--- src/rtl/vai_pkg.sv ---
// Shared definitions for the VAI byte-stream register protocol: command codes,
// header field layout and the request-master state encoding.
package vai_pkg;

  localparam logic [3:0] CMD_READ  = 4'h0;
  localparam logic [3:0] CMD_WRITE = 4'h1;

  localparam int HDR_ADDR_MSB = 7;
  localparam int HDR_ADDR_LSB = 4;
  localparam int HDR_CMD_MSB  = 3;
  localparam int HDR_CMD_LSB  = 0;

  typedef enum logic [2:0] {
    ST_IDLE    = 3'd0,
    ST_TX_HDR  = 3'd1,
    ST_TX_DATA = 3'd2,
    ST_RX_HDR  = 3'd3,
    ST_RX_DATA = 3'd4,
    ST_RX_STOP = 3'd5,
    ST_RESP    = 3'd6
  } state_t;

  function automatic logic [7:0] make_hdr(input logic [3:0] addr, input logic [3:0] cmd);
    logic [7:0] h;
    h = '0;
    h[HDR_ADDR_MSB:HDR_ADDR_LSB] = addr;
    h[HDR_CMD_MSB:HDR_CMD_LSB]   = cmd;
    return h;
  endfunction

endpackage

--- src/rtl/vai_master.sv ---
// VAI request master: turns one register read/write into a request frame and
// folds the response frame into one result. Optional watchdog: VAI_MASTER_TIMEOUT_EN.
module vai_master
  import vai_pkg::*;
#(
  parameter int TimeoutCycles = 64
) (
  input  logic       Clk_i,
  input  logic       Reset_n_i,
  input  logic       ReqValid_i,
  output logic       ReqAccept_o,
  input  logic       ReqWrite_i,
  input  logic [3:0] ReqAddr_i,
  input  logic [7:0] ReqData_i,
  output logic       RspValid_o,
  input  logic       RspAccept_i,
  output logic [7:0] RspData_o,
  output logic       RspError_o,
  output logic       RspProtoErr_o,
  output logic [7:0] Dout_o,
  output logic       DoutValid_o,
  output logic       DoutStart_o,
  output logic       DoutStop_o,
  input  logic       DoutAccept_i,
  input  logic [7:0] Din_i,
  input  logic       DinValid_i,
  input  logic       DinStart_i,
  input  logic       DinStop_i,
  output logic       DinAccept_o
);

  state_t     state, state_nxt;
  logic       req_write;
  logic [3:0] req_addr;
  logic [7:0] req_data;
  logic [7:0] rx_data;
  logic [7:0] rsp_data;
  logic       rsp_err;
  logic       rsp_proto;

  logic [7:0] hdr;
  logic       in_rx;
  logic       hdr_bad, data_bad, stop_bad;
  logic       rx_fail, stop_ok, req_take;
  logic       timeout;

  assign hdr      = make_hdr(req_addr, req_write ? CMD_WRITE : CMD_READ);
  assign in_rx    = (state == ST_RX_HDR) || (state == ST_RX_DATA) || (state == ST_RX_STOP);
  assign hdr_bad  = !DinStart_i || (Din_i != hdr);
  assign data_bad = DinStart_i || DinStop_i;
  assign stop_bad = !DinStop_i || (Din_i[7:1] != 7'd0);
  assign req_take = (state == ST_IDLE) && ReqValid_i;
  assign stop_ok  = (state == ST_RX_STOP) && DinValid_i && !stop_bad;

  assign rx_fail = ((state == ST_RX_HDR)  && DinValid_i && hdr_bad)
                || ((state == ST_RX_DATA) && DinValid_i && data_bad)
                || ((state == ST_RX_STOP) && DinValid_i && stop_bad)
                || (in_rx && !DinValid_i && timeout);

`ifdef VAI_MASTER_TIMEOUT_EN
  localparam int Limit = (TimeoutCycles < 1) ? 1 : TimeoutCycles;
  localparam int CntW  = $clog2(Limit + 1);

  logic [CntW-1:0] to_cnt;

  // Counts idle response cycles; any consumed beat restarts the window.
  always_ff @(posedge Clk_i or negedge Reset_n_i) begin
    if (!Reset_n_i) begin
      to_cnt <= '0;
    end else if (!in_rx || DinValid_i) begin
      to_cnt <= '0;
    end else begin
      to_cnt <= to_cnt + 1'b1;
    end
  end

  assign timeout = in_rx && (to_cnt == CntW'(Limit - 1));
`else
  // Watchdog compiled out: the master waits for the response indefinitely.
  assign timeout = 1'b0 & (TimeoutCycles != 0);
`endif

  always_ff @(posedge Clk_i or negedge Reset_n_i) begin
    if (!Reset_n_i) begin
      state <= ST_IDLE;
    end else begin
      state <= state_nxt;
    end
  end

  always_comb begin
    state_nxt = state;
    unique case (state)
      ST_IDLE:    if (ReqValid_i) state_nxt = ST_TX_HDR;
      ST_TX_HDR:  if (DoutAccept_i) state_nxt = req_write ? ST_TX_DATA : ST_RX_HDR;
      ST_TX_DATA: if (DoutAccept_i) state_nxt = ST_RX_HDR;
      ST_RX_HDR: begin
        if (rx_fail)         state_nxt = ST_RESP;
        else if (DinValid_i) state_nxt = req_write ? ST_RX_STOP : ST_RX_DATA;
      end
      ST_RX_DATA: begin
        if (rx_fail)         state_nxt = ST_RESP;
        else if (DinValid_i) state_nxt = ST_RX_STOP;
      end
      ST_RX_STOP: if (rx_fail || DinValid_i) state_nxt = ST_RESP;
      ST_RESP:    if (RspAccept_i) state_nxt = ST_IDLE;
      default:    state_nxt = ST_IDLE;
    endcase
  end

  // Request fields only matter outside IDLE, so they are captured without reset.
  always_ff @(posedge Clk_i) begin
    if (req_take) begin
      req_write <= ReqWrite_i;
      req_addr  <= ReqAddr_i;
      req_data  <= ReqData_i;
    end
  end

  always_ff @(posedge Clk_i) begin
    if (req_take) begin
      rx_data <= 8'h00;
    end else if ((state == ST_RX_DATA) && DinValid_i && !data_bad) begin
      rx_data <= Din_i;
    end
  end

  // Result is cleared at request time so writes and failed frames report 0x00.
  always_ff @(posedge Clk_i or negedge Reset_n_i) begin
    if (!Reset_n_i) begin
      rsp_data  <= 8'h00;
      rsp_err   <= 1'b0;
      rsp_proto <= 1'b0;
    end else if (req_take) begin
      rsp_data  <= 8'h00;
      rsp_err   <= 1'b0;
      rsp_proto <= 1'b0;
    end else if (rx_fail) begin
      rsp_proto <= 1'b1;
    end else if (stop_ok) begin
      rsp_data <= rx_data;
      rsp_err  <= Din_i[0];
    end
  end

  always_comb begin
    ReqAccept_o = 1'b0;
    DoutValid_o = 1'b0;
    DoutStart_o = 1'b0;
    DoutStop_o  = 1'b0;
    Dout_o      = 8'h00;
    DinAccept_o = 1'b0;
    RspValid_o  = 1'b0;
    unique case (state)
      ST_IDLE: ReqAccept_o = 1'b1;
      ST_TX_HDR: begin
        DoutValid_o = 1'b1;
        DoutStart_o = 1'b1;
        DoutStop_o  = !req_write;
        Dout_o      = hdr;
      end
      ST_TX_DATA: begin
        DoutValid_o = 1'b1;
        DoutStop_o  = 1'b1;
        Dout_o      = req_data;
      end
      ST_RX_HDR, ST_RX_DATA, ST_RX_STOP: DinAccept_o = 1'b1;
      ST_RESP: RspValid_o = 1'b1;
      default: ;
    endcase
  end

  assign RspData_o     = rsp_data;
  assign RspError_o    = rsp_err;
  assign RspProtoErr_o = rsp_proto;

endmodule

--- config.mk ---
export PLATFORM = sky130hd
export DESIGN_NAME = vai_master
export DESIGN_NICKNAME = d
export VERILOG_FILES = /design/src/rtl/vai_pkg.sv /design/src/rtl/vai_master.sv
export SDC_FILE = /design/constraint.sdc
export NUM_CORES = 1
export LEC_CHECK = 0
export CORE_MARGIN = 8
export CORE_UTILIZATION = 41
export DETAILED_ROUTE_END_ITERATION = 12
export HOLD_SLACK_MARGIN = 0.15
export PLACE_DENSITY = 0.75
export SETUP_SLACK_MARGIN = 0.05
export SYNTH_ARGS = -nofsm -noshare
export SYNTH_HDL_FRONTEND = slang
export SYNTH_SLANG_ARGS = --single-unit
--- constraint.sdc ---
create_clock -name Clk_i -period 3.6 [get_ports Clk_i]
set_input_delay 0.54 -clock Clk_i [delete_from_list [all_inputs] [get_ports Clk_i]]
set_output_delay 0.54 -clock Clk_i [all_outputs]
set_load 0.02 [all_outputs]
Word-level counts from Yosys, hierarchy flattened
Index checks and enable logic that the tools add are counted.
{"block": "op_classes", "eq_ne": 15, "muxes": 28, "reduce_logical": 28}
{"operator": "3-bit 2-to-1 mux", "count": 9}
{"operator": "8-bit 2-to-1 mux", "count": 3}
{"operator": "3-bit case mux with 7 select lines", "count": 1}
{"operator": "8-bit case mux with 2 select lines", "count": 1}
{"operator": "1-bit 2-to-1 mux", "count": 13}
{"operator": "3-bit == test, second input constant", "count": 3}
{"operator": "1-bit logical AND", "count": 9}
{"operator": "2-bit != test, second input constant", "count": 4}
{"operator": "8-bit != test", "count": 1}
{"operator": "7-bit AND reduction", "count": 1}
{"operator": "7-bit nonzero test", "count": 1}
{"operator": "3-bit by 2-bit == test with 1-bit output, second input constant", "count": 2}
{"operator": "1-bit logical OR", "count": 6}
{"operator": "3-bit != test, second input constant", "count": 2}
{"operator": "1-bit logical NOT", "count": 5}
{"operator": "2-bit by 1-bit != test with 1-bit output, second input constant", "count": 2}
{"operator": "2-bit nonzero test", "count": 2}
{"operator": "3-bit by 1-bit == test with 1-bit output, second input constant", "count": 1}
{"operator": "3-bit logical NOT", "count": 1}
{"operator": "3-bit OR reduction", "count": 1}
{"operator": "1-bit case mux with 2 select lines", "count": 1}
{"operator": "2-bit AND reduction", "count": 1}
{"operator": "2-bit OR reduction", "count": 1}
{"block": "totals", "register_bits": 34, "input_bits": 29}

Depth between registers and ports, before layout
{"block": "depth", "depth_word": 9, "mapped_depth": 5, "ltp_nobuf": 4}

Worst setup path after synthesis
No wires, ideal clock.
{"block": "synth_path", "path_kind": "register to register", "startpoint": "reg state[2]", "endpoint": "reg req_addr[0] (enable)", "setup_time_ps": 338, "arrival_ps": 1702, "slack_ps": 1560, "path_stages_with_launch": 5, "n_path_buf": 1, "cell_sequence": "dfrtp_1 buf_2 nor3_1 nand2_2 inv_2"}
{"block": "synth_via", "elab_chain_len": 2}
{"item": "from (decl)", "line": "vai_master.sv:32", "source": "state_t state, state_nxt;"}
{"item": "from (signal assigned)", "line": "vai_master.sv:87", "source": "state <= state_nxt;"}
{"item": "3-bit logical NOT", "line": "vai_master.sv:52", "source": "assign req_take = (state == ST_IDLE) && ReqValid_i;"}
{"item": "1-bit logical AND", "line": "vai_master.sv:52"}
{"item": "via req_take", "line": "vai_master.sv:44", "source": "logic rx_fail, stop_ok, req_take;"}
{"item": "to (signal assigned)", "line": "vai_master.sv:115", "source": "req_addr <= ReqAddr_i;"}
{"item": "to (decl)", "line": "vai_master.sv:34", "source": "logic [3:0] req_addr;"}
The timed path passes the listed nets, and every way through them passes these cells.
A chain may end at the register's enable or synchronous reset.

Worst setup path in the final report
{"block": "layout_path", "startpoint": "reg state[1]", "endpoint": "out Dout_o[4]"}
{"block": "layout_via", "elab_chain_len": 2}
{"item": "3-bit by 2-bit == test with 1-bit output or 3-bit by 1-bit == test with 1-bit output (tied branches)", "line": "vai_master.sv:154", "source": "unique case (state)"}
{"item": "8-bit case mux with 2 select lines *", "line": "vai_master.sv:154"}
{"item": "to (decl)", "line": "vai_master.sv:20", "source": "output logic [7:0] Dout_o,"}
Mark *: on every way between the ends. The rest lies on a longest branch, timed or not.

==> metrics <==
VDD IR-drop max=between 0.3 and 0.4 mV; final hold violation count=0; CP Max Fanout=23; First-pass DRT Iterations=4; clock-pin slew of the registers on the worst-case setup and hold paths=roughly 70 ps; Buffers on Ports=between 50 and 60; Critical Path Sink Type=primary output; r2r startpoint=state[2]; largest net degree at the start of global routing=25; max-cap violations=0; CTS sink cnt=34; PD cells=between 600 and 700 mW/mm^2; r2r setup slk=around 1600 ps; Yosys cell types=43; antenna diode count=0; FF-to-FF path depth=3; syn nets=between 150 and 200; crit path capture=Dout_o[4]; fraction of layout cells with a size suffix above 1=0.0810; Clock Path Buffers=2; worst slew pin tran=between 600 and 700 ps; Final Slew Violations=0; FF+latch area=876 sq um; initial DRC count=90; IO Pins=53; root buffer cell=clkbuf_8; Multi-input gate area=681 sq um; Rows=23; Starting Density=0.417; Wirelength per Cell=about 14 um; TNS Setup=0 ps; Area Growth Syn to Fin=38.4%; routed vias/inst=roughly 4.9; RR Endpoint=req_data[7]; post-CTS setup repair buffer count=0; Async S/R FF share, synth=0.382; Worst Hold Class=register to register; worst relative slew slack=0.555; Synth Instances=roughly 160; Fillers=between 300 and 400; Crit. Startpoint=state[1]; run status=complete, no violations; clock skew=around 5.8 ps; final setup margin=about 700 ps; final WL=~3700 um; GRT Total Usage=0.124; syn_area_per_cell=around 10 sq um; initial antenna violation count=0; Final GP Congestion=approximately 0.75; first-pass GRT wire length=approximately 6300 um; number of flops mapped to enable cells by yosys=13; H-tree levels=2; vias in the first global route=1273; TritonCTS clock tree=done; #FFs+latches synth=34; placed cell count=around 250; Peak Freq=0.344 GHz; crit path kind=register to primary output; antenna viol nets, final=0; total congestion overflow=0; Die Width=79.3 um; Final Setup Violations=0; fin crit share=0.806; CP required=3060 ps; Main synth FF type=edfxtp_1; crit path DAT=approximately 2400 ps; Power, Total=between 0.001 and 0.0015 W; hpwl dp=between 2000 and 3000 um; RSZ-0062 raised after global routing=no; dpl ws=about 1000 ps; hold_ws=~440 ps; post-synthesis sequential area ratio=0.533; P_leak=roughly 0.9 nW; synthesized cell area=0.00164 sq mm; total core area=just under 0.004 sq mm; Die ar.=0.00629 sq mm; crit start category=register; Non-Filler Instances=260; number of hold buffers added after CTS=0; post-route minimum period=~2900 ps; Gates resized, CTS repair=0; DR vias=1280; Final #Nets=roughly 240; clock latency on the worst-skew pair=approximately 280 ps; CTS Buf Count=5; DRC=0; Die H=between 70 and 80 um; Yosys warning total=0
layout make-up:
cell class,count,share of cell area
inverter,12,0.0198
clock inverter,1,0.00220
tap,50,0.0275
timing repair buffer,52,0.229
sequential,34,0.385
clock buffer,7,0.0379
multi-input combinational,104,0.299
cell usage in the layout (no fill, tap or decap), types with 2 or more instances in the layout:
master           Yosys  routed
nand2b_1             3       3
and2b_1              2       2
dfrtp_1             13      13
and3_1               4       4
dfxtp_1              8       8
mux2i_1              9       9
o21ai_0              2       2
a31oi_1              2       2
nand3_1             11      11
nor3_1               3       3
a21oi_1              4       4
nor2_1              18      18
xnor2_1              5       5
a22oi_1              5       5
o21ai_1              9       9
clkdlybuf4s50_1      0      52
nand2_1              3       3
clkbuf_8             0       6
edfxtp_1            13      13
nor2b_1              4       4
inv_1               11      11
power breakdown:
group | internal [W] | switching, W | leakage, nW | total, W
logic | 0.000308 | 0.000304 | 0.518 | 0.000613
registers | 0.000471 | 0.000103 | 0.355 | 0.000574
clock network | 0.000154 | 0.000126 | 0.0482 | 0.000280
total | 0.000934 | 0.000533 | 0.922 | 0.00147
how the worst min path moves through the flow:
stage	start	end	slack [ps]	cells after the start
5_1_grt	rx_data[3]	RspData_o[3]	470	2
3_3_place_gp	rx_data[2]	RspData_o[2]	430	2
2_1_floorplan	Reset_n_i	RspData_o[0]	240	0
6_report	rx_data[4]	RspData_o[4]	440	2
4_1_cts	rx_data[6]	RspData_o[6]	450	2
3_5_place_dp	rx_data[6]	RspData_o[6]	440	2
critical path, cell delays in order, from the launching register on:
cell and delay, ps:
dfrtp_1 720, nor2b_1 450, a22oi_1 150, nor2_1 120
clkdlybuf4s50_1 630
flip-flops by register name, indices dropped and copies added (netlist names):
signal and cells:
RspData_o 8, RspError_o 1, RspProtoErr_o 1, req_addr 4, req_data 8, req_write 1
rx_data 8, state 3
metal layers:
metal	global-route usage	up-vias	share of wire	routed length, um
li1	-	663	-	-
met1	0.139	584	0.41	1530
met5	0	-	0	0
met2	0.213	29	0.51	1880
met4	0.0444	0	0.015	54
met3	0.0451	4	0.067	247
cell usage after synthesis, types with 4 or more instances:
master	number	share of area
and3_1	4	0.015
dfrtp_1	13	0.20
a21oi_1	4	0.012
mux2i_1	9	0.055
inv_1	11	0.025
o21ai_1	9	0.027
edfxtp_1	13	0.24
dfxtp_1	8	0.097
nand3_1	11	0.033
xnor2_1	5	0.027
nor2b_1	4	0.015
a22oi_1	5	0.023
buf_2	4	0.012
nor2_1	18	0.041
logic make-up (layout without fill, tap and decap cells):
| logic type | count (synthesis) | after routing | share of synthesized area |
|---|---|---|---|
| multiplexers | 10 | 10 | 0.0616 |
| XOR/XNOR | 5 | 5 | 0.0266 |
| flip-flops | 34 | 34 | 0.533 |
| AO/OA/AOI/OAI | 31 | 31 | 0.125 |
| AND/OR/NAND/NOR | 58 | 58 | 0.201 |
| buffers and inverters | 20 | 72 | 0.0533 |
stage by stage:
step / utilization / cell area [sq um]
final: 0.577 / 2280
after floorplan: - / 1640
after global routing: 0.577 / 2280
after CTS: 0.577 / 2280
after global placement: 0.554 / 2180
after detailed placement: 0.554 / 2180
Note: power is estimated with default switching activity, not from simulation.
